==> config.mk <==
export PLATFORM = sky130hd
export DESIGN_NAME = counter_sequence_monitor
export DESIGN_NICKNAME = d
export VERILOG_FILES = /design/src/rtl/counter_monitor_pkg.sv /design/src/rtl/sat_counter.sv /design/src/rtl/counter_sequence_monitor.sv
export SDC_FILE = /design/constraint.sdc
export NUM_CORES = 1
export LEC_CHECK = 0
export BUFFER_PORTS_ARGS = -buffer_cell sky130_fd_sc_hd__buf_2
export CELL_PAD_IN_SITES_DETAIL_PLACEMENT = 1
export CELL_PAD_IN_SITES_GLOBAL_PLACEMENT = 1
export CORE_ASPECT_RATIO = 0.8
export CORE_MARGIN = 2
export CORE_UTILIZATION = 44
export CTS_BUF_LIST = sky130_fd_sc_hd__clkbuf_4 sky130_fd_sc_hd__clkbuf_8
export DETAILED_ROUTE_END_ITERATION = 8
export GPL_TIMING_DRIVEN = 0
export MAX_ROUTING_LAYER = met4
export PLACE_DENSITY_LB_ADDON = 0.1
export SYNTH_ARGS = -nofsm -noshare
export SYNTH_HDL_FRONTEND = slang
export SYNTH_SLANG_ARGS = --single-unit
export TNS_END_PERCENT = 50
==> constraint.sdc <==
create_clock -name input_clock1_1 -period 3.1 [get_ports input_clock1_1]
set_input_delay 0.62 -clock input_clock1_1 [delete_from_list [all_inputs] [get_ports input_clock1_1]]
set_output_delay 0.62 -clock input_clock1_1 [all_outputs]
set_load 0.02 [all_outputs]
==> src/rtl/counter_monitor_pkg.sv <==
// counter_monitor_pkg: shared state encoding and default sizes for the counter sequence monitor
package counter_monitor_pkg;
  typedef enum logic [1:0] {IDLE, ACQUIRE, LOCKED, FAULT} state_t;
  localparam int LOCK_CNT_DEF = 3;
  localparam int STAT_W_DEF = 8;
  localparam int CNT_W = 3;
endpackage

==> src/rtl/sat_counter.sv <==
// sat_counter: saturating up-counter with synchronous clear
module sat_counter #(
  parameter int W = 8
) (
  input  logic         clk,
  input  logic         rst_n,
  input  logic         inc,
  input  logic         clr,
  output logic [W-1:0] value
);
  // clear wins over an increment; counting stops at all ones
  always_ff @(posedge clk or negedge rst_n)
    if (!rst_n) value <= '0;
    else if (clr) value <= '0;
    else if (inc && value != '1) value <= value + W'(1);
endmodule

==> src/rtl/counter_sequence_monitor.sv <==
// counter_sequence_monitor: checks a 3-bit counter bus for +1 steps and keeps fault/wrap statistics
module counter_sequence_monitor
  import counter_monitor_pkg::*;
#(
  parameter int LOCK_CNT = LOCK_CNT_DEF,
  parameter int STAT_W = STAT_W_DEF
) (
  input  logic              input_clock1_1,
  input  logic              input_reset_n,
  input  logic [CNT_W-1:0]  count_in,
  input  logic              clear_i,
  output logic              locked_o,
  output logic              error_sticky_o,
  output logic [STAT_W-1:0] err_count_o,
  output logic [STAT_W-1:0] wrap_count_o,
  output logic [CNT_W-1:0]  last_value_o
);
  localparam logic [CNT_W-1:0] LOCK_V = CNT_W'(LOCK_CNT);
  state_t state, state_n;
  logic [CNT_W-1:0] run, run_n;
  logic step_ok, fault, wrap;
  assign step_ok = count_in == last_value_o + CNT_W'(1);
  // next state: acquire a run of good steps, lock, and drop to a one-cycle fault on any bad step
  always_comb begin
    state_n = state;
    run_n = run;
    fault = 1'b0;
    wrap = 1'b0;
    case (state)
      IDLE: begin
        state_n = ACQUIRE;
        run_n = '0;
      end
      ACQUIRE: begin
        run_n = step_ok ? run + CNT_W'(1) : '0;
        state_n = step_ok && run + CNT_W'(1) == LOCK_V ? LOCKED : ACQUIRE;
      end
      LOCKED: begin
        fault = !step_ok;
        wrap = step_ok && last_value_o == 3'd7 && count_in == 3'd0;
        state_n = step_ok ? LOCKED : FAULT;
      end
      FAULT: begin
        state_n = ACQUIRE;
        run_n = '0;
      end
    endcase
  end
  // state, run, previous sample, registered lock flag and sticky error
  always_ff @(posedge input_clock1_1 or negedge input_reset_n)
    if (!input_reset_n) begin
      state <= IDLE;
      run <= '0;
      last_value_o <= '0;
      locked_o <= 1'b0;
      error_sticky_o <= 1'b0;
    end else begin
      state <= state_n;
      run <= run_n;
      last_value_o <= count_in;
      locked_o <= state_n == LOCKED;
      error_sticky_o <= clear_i ? 1'b0 : error_sticky_o | fault;
    end
  sat_counter #(.W(STAT_W)) u_err (
    .clk(input_clock1_1), .rst_n(input_reset_n), .inc(fault), .clr(clear_i), .value(err_count_o)
  );
  sat_counter #(.W(STAT_W)) u_wrap (
    .clk(input_clock1_1), .rst_n(input_reset_n), .inc(wrap), .clr(clear_i), .value(wrap_count_o)
  );
endmodule

# Word level (Yosys, flattened, before mapping)
# Cells that the tools add are included.
# op_classes
n_reduce_logical	12
shift	0
n_eq_ne	9
addsub	4
div	0
n_mux	12
n_mul	0
bitwise	1
n_lt_le_gt_ge	0
# ops
op	count
$mux W8	4
$add A8 B1 Y8 const B	2
$ne A8 B8 Y1 const B	2
$add A3 B1 Y3 const B	2
$eq A2 B2 Y1 const B	3
$pmux W2 S3	1
$pmux W3 S2	1
$reduce_bool A2 Y1	3
$logic_and A1 B1 Y1	5
$mux W1	4
$eq A3 B2 Y1 const B	1
$eq A3 B3 Y1	1
$eq A3 B3 Y1 const B	1
$logic_not A3 Y1	1
$mux W3	1
$eq A2 B1 Y1 const B	1
$logic_not A2 Y1	1
$mux W2	1
$reduce_or A2 Y1	1
$logic_not A1 Y1	1
$or A1 B1 Y1	1
# totals
ff_bits	26
output_inout_bits	21
word_cells	45
romBits	0
latch_bits	0
n_memories	0
in_bits	6
mem_bits_rw	0

# Logic depth before layout (Yosys ltp)
# Gate-level depths: netlist of the first run.
# logic_depth
ltp_word	8
depth_mapped	8
ltp_nobuf	6

# Cells and area by module
# From an unflattened synthesis of the first run, not the netlist that was laid out.
# hier_totals
cells_unflattened	146
hier_area_um2	1460.2
# by_module_without_submodules
module	cells_each	instances	area_per_inst_um2	seq_area_each_um2
sat_counter	49	2	464.2	200.2
counter_sequence_monitor	48	1	531.8	250.2

# Worst setup path before layout of the first run
# Ideal clock, no wire load.
# synth_timing
path_kind	in2reg
startpoint	in last_value_o[0]
endpoint	reg u_wrap.value[5]
path_slack_ns	0.646
stages	9
arrival_time_ns	2.326
t_required_ns	2.972
setup_time_ns	0.128
path_cell_list	dfrtp_1 > ha_1 > ha_1 > xor2_1 > or3_1 > buf_2 > buf_6 > nor4_2 > mux2_1
# synth_via
elab_chain_cells	7
# synth_rtl
element	line	source
start: declaration	counter_sequence_monitor.sv:16	output logic [CNT_W-1:0] last_value_o
$add A3 B1 Y3	counter_sequence_monitor.sv:22	assign step_ok = count_in == last_value_o + CNT_W'(1);
$eq A3 B3 Y1	counter_sequence_monitor.sv:22	
$logic_and A1 B1 Y1 (*) (2 in a row)	counter_sequence_monitor.sv:40	wrap = step_ok && last_value_o == 3'd7 && count_in == 3'd0;
$mux W1 (*)	counter_sequence_monitor.sv:29	case (state)
$logic_and A1 B1 Y1 (*)	sat_counter.sv:15	else if (inc && value != '1) value <= value + W'(1);
$reduce_bool A2 Y1 (no line) (*)	n/a	
end signal: assignment	sat_counter.sv:15	
end: declaration	sat_counter.sv:9	output logic [W-1:0] value
# Mark *: on every way between the ends. The rest lies on a longest branch, timed or not.
# A chain may end at the register's enable or synchronous reset.

# Final worst setup path of the first run
# Ends and elaborated chain as after synthesis.

==> results.yml, run 1 <==
layout:
  postLayoutCoreUtil: 0.5433
  area_growth_pct: 14.85
  drive_gt1_frac: 0.2471
  n_antenna_cell: 0
  fin_nets: 191
clock_network:
  htree_levels: 1
  cts_buffers: 3
  clk_pin_slew_ps: 100
  cts_setup_buffers: 0
  ctsHoldBuffers: 0
  cts_sinks: 26
  worstSkewPairLatency_ps: 270
  cts_tree: "yes"
  cts_resized: 0
  cts_root_buf: "clkbuf_8"
  clk_path_buf_depth: 2
placed_design:
  port-buffer-count: 26
  pre_cts_ws_ps: 610.3
  dp_hpwl_um: 2713
  gp_congestion: 0.7938
synth:
  synth_top_area_share: 0.4362
  synth_xor_area_frac: 0.01762
  yosysSeqAreaShare: 0.4362
  synth-simple-area-share: 0.2609
  synth_edf_count: 0
  async_reset_ff_frac: 1.000
  synth-seq-cells: 26
  yosysMostFrequentCell: "dfrtp_1"
  ys_warn_count: 0
  synth_top_family_by_area: "simple AND/OR/NAND/NOR gates"
  ys_types: 34
  syn_area_mm2: 0.001491
  synth_area_leaders: "dfrtp_1 (44%), ha_1 (7.6%), o31ai_1 (4.0%)"
  postSynthCellCount: 145
  syn_nets: 160
  synth_flop_cell: "dfrtp_1"
  yosys.area.top_type: "dfrtp_1"
  synth_fa_ha_area_frac: 0.07550
  syn_area_per_cell_um2: 10.29
  synth.area.mux_share: 0.07466
  synth_compound_area_frac: 0.09312
  ys_top_cells_by_count: "dfrtp_1 (26), nor2_1 (11), ha_1 (9), nor2b_1 (9)"
route:
  top_layer_used: "met4"
  vias: 1233
  drtPass1Iterations: 4
  wirelength_um: 3714
  routed_via_density: 5.762
  met1_length_um: 1833
  wl_met2_um: 1724
  drcViolationCount: 0
  wl_met3_um: 130
  first_iter_violations: 79
  ant_nets: 0
  avgRoutedWirePerCell_um: 17.36
power:
  ir_drop_mv: 0.3084
  fin_total_pwr_w: 0.0006397
  cellLeakagePower_nw: 0.7949
  power.density_mw_per_mm2: 373.5
floorplanning:
  fp.coreArea_mm2: 0.003153
  placementRows: 18
  die_area_mm2: 0.003874
  start_util: 0.4730
  num_io_pins: 27
  die_y_um: 56.08
  die_w_um: 69.09
critical_path:
  cp_cell_sequence: "ha_1 > ha_1 > xor2_1 > or3_1 > buf_2 > buf_6 > nor4_2 > mux2_1"
  cpMostUsedCell: "ha_1"
  crit_required_ps: 3250
  cp-end-kind: "register"
  path_class: "register to register"
  cp_slowest_cell: "dfrtp_1"
  cp_max_fo: 10
  startpoint_type: "register"
  critPathMaxStageDelay_ps: 410
  cpLargestDelayFamily: "simple AND/OR/NAND/NOR gates"
  timing.critical_path.buf_inv: 2
  critical_path_arrival_ps: 2670
run:
  cap_violations: 0
timing:
  fin_crit_sh: 0.8124
  slew_headroom: 0.5530
  final_max_slew_viol_count: 0
  period_needed_ps: 2519
  hold_viol_final: 0
  rsz0062_at_grt: "false"
  skew_ps: 14.37
  setup_viol: 0
  fmax_mhz: 397.1
  fin_tns_setup_ps: 0
  tightest_slew_ps: 664.9
  final.setup.worst_slack_ps: 581.4
grt:
  gr-usage-all-layers: 0.2141
  antenna_found_initial: 0
  grt_max_degree: 27
  grt_pass1_vias: 1354
  grt_first_pass_wirelength_um: 6499
  overflow: 0
status:
  outcome: "finished clean"
worst_hold_path:
  hold_path_class: "input port to asynchronous set/reset pin"
## per-stage QoR
step                cells  hold slack, ps  area (µm²)
floorplan             145           324.4        1491
global placement      211           498.0        1672
detailed placement    211           517.9        1672
global route          214           358.7        1713
CTS                   214           354.0        1713
finish                214           336.4        1713
## per-layer routing
metal | track usage | up-vias
met5 | - | -
met4 | 0.03641 | 0
met3 | 0.04710 | 4
met1 | 0.2740 | 612
li1 | - | 591
met2 | 0.3558 | 26
## power breakdown
part	switching (W)	total [W]	internal [W]
logic	0.0000595	0.0000914	0.0000319
clock network	0.000105	0.000192	0.0000871
registers	0.00000653	0.000356	0.000350
## flip-flops by register name (all words and copies together), names as in the netlist
| signal | cells |
|---|---|
| u_err.value | 8 |
| locked_o | 1 |
| u_wrap.value | 8 |
| last_value_o | 3 |
| state | 2 |
| run | 3 |
| error_sticky_o | 1 |
## final timing paths
kind / from / endpoint / slack [ps] / depth (start not counted)
worst min-delay path: input_reset_n / u_err.value[7] / 340 / 1
min in group input_clock1_1: count_in[2] / last_value_o[2] / 500 / 1
max in group asynchronous: input_reset_n / u_err.value[1] / 2360 / 1
worst max register to register: last_value_o[0] / u_wrap.value[5] / 580 / 8
worst max-delay path: last_value_o[0] / u_wrap.value[5] / 580 / 8
worst min register to register: error_sticky_o / error_sticky_o / 530 / 2
## kinds of logic after synthesis
logic type                 after synthesis
DFF                                     26
adders and majority gates                9
and+or+nand+nor                         62
xor gates and xnor gates                 3
buffers and inverters                   14
muxes                                   10
AOI/OAI and AO/OA                       21
## area by class of cell
cell class / instances / area [µm²]
fill: 375 / 1440
buffer: 6 / 32.53
inverter: 8 / 30.03
multi-input combinational: 105 / 778.2
tap: 40 / 50.05
sequential: 26 / 650.6
timing repair buffer: 26 / 130.1
clock buffer: 3 / 41.29
## cells in the final DEF (no fill, tap or decap), drive strengths merged, types with 6 or more instances in the layout
master and n:
dfrtp 26, nand3 7, o31ai 8, a21oi 8, inv 8, mux2 9, nor2b 9, nor4 8
nor2 11, buf 29, clkbuf 6, ha 9
## worst register-to-register path, delay by kind of cell, from the launching register on
kind	cells	cell delay, ps
XOR/XNOR	1	170
adder cells (fa/ha/maj)	2	490
buffers and inverters	2	330
flip-flops	1	410
multiplexers	1	350
AND/OR/NAND/NOR	2	650
No activity file was read; power rests on OpenSTA's default activity.
==> inputs of run 2 (changes only) <==
- clock period: 3.1 -> 2.5 ns (I/O delays scaled with it)
==> results.yml, run 2 (synthesis gave the netlist of run 1 again) <==
clock_network:
  worstSkewPairLatency_ps: 270
  clk_pin_slew_ps: 100
  cts_sinks: 26
  htree_levels: 1
  cts_root_buf: "clkbuf_8"
  cts_tree: "yes"
  cts_buffers: 3
  clk_path_buf_depth: 2
timing:
  hold_viol_final: 0
  fin_tns_setup_ps: 0
  slew_headroom: 0.5973
  final_max_slew_viol_count: 0
  fin_crit_sh: 0.9882
  setup_viol: 0
  fmax_mhz: 404.8
  period_needed_ps: 2470
  tightest_slew_ps: 601.8
  rsz0062_at_grt: "true"
  skew_ps: 13.82
layout:
  drive_gt1_frac: 0.2686
  fill_cells: 373
  mostFrequentLayoutCell: "buf_2"
  final_cell_mix: "buf_2 (28), dfrtp_1 (26), nor2_1 (11), nor2b_1 (9), ha_1 (9)"
  n_antenna_cell: 0
  final-seq-area_um2: 650.6
  area_growth_pct: 17.37
  multi_input_area_um2: 808.3
  fin_nets: 192
  postLayoutCoreUtil: 0.5552
  reg_top3: "u_err.value: 8 flops, u_wrap.value: 8 flops"
  fin_cells: 215
floorplanning:
  die_w_um: 69.09
  die_area_mm2: 0.003874
  die_y_um: 56.08
  fp.coreArea_mm2: 0.003153
  start_util: 0.4730
  num_io_pins: 27
  placementRows: 18
critical_path:
  path_class: "register to register"
  critical_path_arrival_ps: 2640
  crit_required_ps: 2670
  reg2regPathDepth: 8
  r2r-end: "u_wrap.value[3]"
  r2r_start: "last_value_o[0]"
  cp-end-kind: "register"
  startpoint_type: "register"
  cp_max_fo: 10
  critPathLaunch: "last_value_o[0]"
  reg2reg_slack_ps: 30
route:
  wl_met2_um: 1819
  first_iter_violations: 80
  ant_nets: 0
  wl_met3_um: 119
  routed_via_density: 5.707
  vias: 1227
  avgRoutedWirePerCell_um: 17.36
  drcViolationCount: 0
  met1_length_um: 1783
  wirelength_um: 3732
  top_layer_used: "met4"
  drtPass1Iterations: 4
power:
  cellLeakagePower_nw: 0.7986
  p_clk_frac: 0.300
  swShare: 0.2707
  power_report.internal_total_w: 0.0005823
  p_switching_w: 0.0002161
  ir_drop_mv: 0.4031
  power_frac_seq: 0.553
  p_comb_frac: 0.147
  power.density_mw_per_mm2: 456.1
grt:
  grt_max_degree: 27
  grt_pass1_vias: 1363
  antenna_found_initial: 0
  grt_first_pass_wirelength_um: 6534
  gr-usage-all-layers: 0.2153
  overflow: 0
placed_design:
  dp.cells: 211
  dp_hpwl_um: 2713
  gp_congestion: 0.7938
  port-buffer-count: 26
worst_hold_path:
  hold_path_class: "input port to asynchronous set/reset pin"
run:
  cap_violations: 0
status:
  outcome: "finished clean"
==> run 2: cell count changes in the layout (fill, tap and decap cells not counted), sizes merged <==
cell  before  now
buf       29   30
==> run 2: cell type report <==
type | count | area share
Multi-Input combinational cell | 105 | 0.4618
Timing Repair Buffer | 27 | 0.07863
Tap cell | 40 | 0.02859
Inverter | 8 | 0.01716
Sequential cell | 26 | 0.3717
Clock buffer | 3 | 0.02359
Buffer | 6 | 0.01858
==> run 2: routing by layer <==
layer  up-vias  GRT usage
met2        24     0.3571
met1       607     0.2763
met3         2    0.04710
met4         0    0.03641
met5         -          -
li1        594          -
==> run 2: worst max path at each step <==
stage | slack (ps) | cells after the start | to
after floorplan | 50 | 8 | u_wrap.value[5]
after global routing | -50 | 8 | u_wrap.value[6]
after detailed placement | 10 | 8 | u_wrap.value[5]
after global placement | 40 | 8 | u_wrap.value[5]
after CTS | 30 | 8 | u_wrap.value[5]
final | 30 | 8 | u_wrap.value[3]
==> run 2: worst max-delay path: stages (launching register included) <==
cell	delay, ps
dfrtp_1	390
ha_1	200
ha_1	280
xor2_1	180
or3_1	350
buf_2	170
buf_6	160
nor4_4	310
mux2_4	330
==> run 2: repair_timing <==
action	CTS	global route
buffers inserted	1	0
setup endpoints to repair	1	12
hold buffers	0	0
gates resized for setup	1	4
pin swaps	0	1
==> run 2: metrics by stage <==
step,hold slack [ps],setup WS (ps),instance area [µm²],power (W)
finish,216.8,29.58,1750,0.0007984
global route,238.5,-53.71,1750,0.0008439
CTS,234.0,28.84,1729,0.0008091
detailed placement,517.9,10.30,1672,0.0005642
global placement,498.0,43.24,1672,0.0005541
floorplan,204.4,46.35,1491,0.0005218
==> run 2: power groups by stage <==
stage | Clock, W | Combinational (W) | Sequential (W)
after floorplan | 0 | 0.0000700 | 0.000452
after global placement | 0 | 0.000105 | 0.000449
after detailed placement | 0 | 0.000114 | 0.000450
after CTS | 0.000251 | 0.000117 | 0.000442
after global routing | 0.000267 | 0.000132 | 0.000444
final | 0.000239 | 0.000118 | 0.000441
==> inputs of run 3 (changes only) <==
- CORE_UTILIZATION: 44 -> 42
- CTS_BUF_LIST: sky130_fd_sc_hd__clkbuf_4 sky130_fd_sc_hd__clkbuf_8 -> default
==> results.yml, run 3 (synthesis gave the netlist of run 1 again) <==
status:
  outcome: "finished clean"
run:
  cap_violations: 0
route:
  wirelength_um: 3716
  routed_via_density: 5.670
  first_iter_violations: 61
  vias: 1236
  ant_nets: 0
  avgRoutedWirePerCell_um: 17.05
  drcViolationCount: 0
  drtPass1Iterations: 4
timing:
  setup_viol: 0
  hold_viol_final: 0
  slew_headroom: 0.5899
  tightest_slew_ps: 612.8
  rsz0062_at_grt: "true"
  fin_crit_sh: 0.9637
  skew_ps: 10.76
  fmax_mhz: 415.1
  final.setup.worst_slack_ps: 90.85
  final_max_slew_viol_count: 0
  period_needed_ps: 2409
critical_path:
  r2r-end: "u_wrap.value[3]"
  cp_max_fo: 10
  reg2regPathDepth: 8
  startpoint_type: "register"
  crit_required_ps: 2680
  cp-end-kind: "register"
  reg2reg_slack_ps: 90
  r2r_start: "last_value_o[0]"
  path_class: "register to register"
  critical_path_arrival_ps: 2590
layout:
  n_antenna_cell: 0
  area_growth_pct: 19.21
  final_cell_mix: "buf_2 (27), dfrtp_1 (26), nor2_1 (11), nor2b_1 (9), ha_1 (9)"
  postLayoutCoreUtil: 0.5194
  mostFrequentLayoutCell: "buf_2"
  drive_gt1_frac: 0.2841
  fin_nets: 192
  reg_top3: "u_err.value: 8 flops, u_wrap.value: 8 flops"
grt:
  overflow: 0
  antenna_found_initial: 0
  grt_first_pass_wirelength_um: 6354
  grt_max_degree: 27
  gr-usage-all-layers: 0.2069
  grt_pass1_vias: 1308
clock_network:
  clk_path_buf_depth: 2
  htree_levels: 1
  clk_pin_slew_ps: 100
  cts_sinks: 26
  ctsHoldBuffers: 0
  cts_buffers: 3
  cts_tree: "yes"
  cts_root_buf: "clkbuf_8"
  worstSkewPairLatency_ps: 280
power:
  cellLeakagePower_nw: 0.8112
  p_comb_frac: 0.142
  p_switching_w: 0.0002298
  swShare: 0.2711
  power_report.internal_total_w: 0.0006177
  ir_drop_mv: 0.2758
  power.density_mw_per_mm2: 476.7
  power_frac_seq: 0.523
  p_clk_frac: 0.335
placed_design:
  pre_cts_ws_ps: 6.966
  dp_hpwl_um: 2607
  port-buffer-count: 26
  gp_congestion: 0.8102
floorplanning:
  num_io_pins: 27
  die_w_um: 70.63
  fp.coreArea_mm2: 0.003423
  start_util: 0.4357
  die_y_um: 57.30
  die_area_mm2: 0.004047
  placementRows: 19
worst_hold_path:
  hold_path_class: "input port to asynchronous set/reset pin"
## run 3: how the worst max path moves through the flow
stage,from,end,depth (start not counted)
floorplan,last_value_o[0],u_wrap.value[5],8
global placement,last_value_o[0],u_wrap.value[6],8
detailed placement,last_value_o[0],u_wrap.value[5],8
CTS,last_value_o[0],u_err.value[0],7
global route,last_value_o[0],u_wrap.value[2],8
finish,last_value_o[0],u_wrap.value[3],8
## run 3: area by class of cell
type	instances	area [µm²]
Multi-Input combinational cell	105	812.0
Sequential cell	26	650.6
Fill cell	388	1645
Buffer	6	40.04
Timing Repair Buffer	27	137.6
Inverter	8	30.03
Tap cell	42	52.55
Clock buffer	4	55.05
## run 3: power groups by stage
stage | clock (W) | sequential [W] | combinational [W]
after floorplan | 0 | 0.000452 | 0.0000700
after global placement | 0 | 0.000450 | 0.000107
after detailed placement | 0 | 0.000451 | 0.000114
after CTS | 0.000292 | 0.000444 | 0.000115
after global routing | 0.000306 | 0.000445 | 0.000132
final | 0.000284 | 0.000443 | 0.000120
## run 3: what timing repair did
item                                    4_1_cts  5_1_grt
pin swaps                                     0        3
endpoints found under the setup margin        2       14
resized for setup                             1       10
buffers inserted                              0        1
## run 3: routing by layer
layer  up-vias  GRT usage  part of all wire
met3         4    0.04417             0.033
met5         -          -                 0
li1        595          -                 -
met4         0    0.04043            0.0067
met2        20     0.3518              0.49
met1       617     0.2590              0.47
## run 3: through the flow
stage	cells	setup TNS [ps]	cell area (µm²)	power, W	hold WS [ps]
after floorplan	145	0	1491	0.0005218	204.4
after global placement	213	0	1674	0.0005565	496.7
after detailed placement	213	0	1674	0.0005643	519.0
after CTS	217	-8.211	1738	0.0008505	233.3
after global routing	218	-13.48	1778	0.0008835	252.1
final	218	0	1778	0.0008475	218.2
## run 3: critical path, stage by stage, from the launching register on
cell and delay (ps):
dfrtp_1 420, ha_1 210, ha_1 280, xor2_1 180
or3_1 330, buf_6 140, buf_6 150, nor4_4 290
mux2_4 320
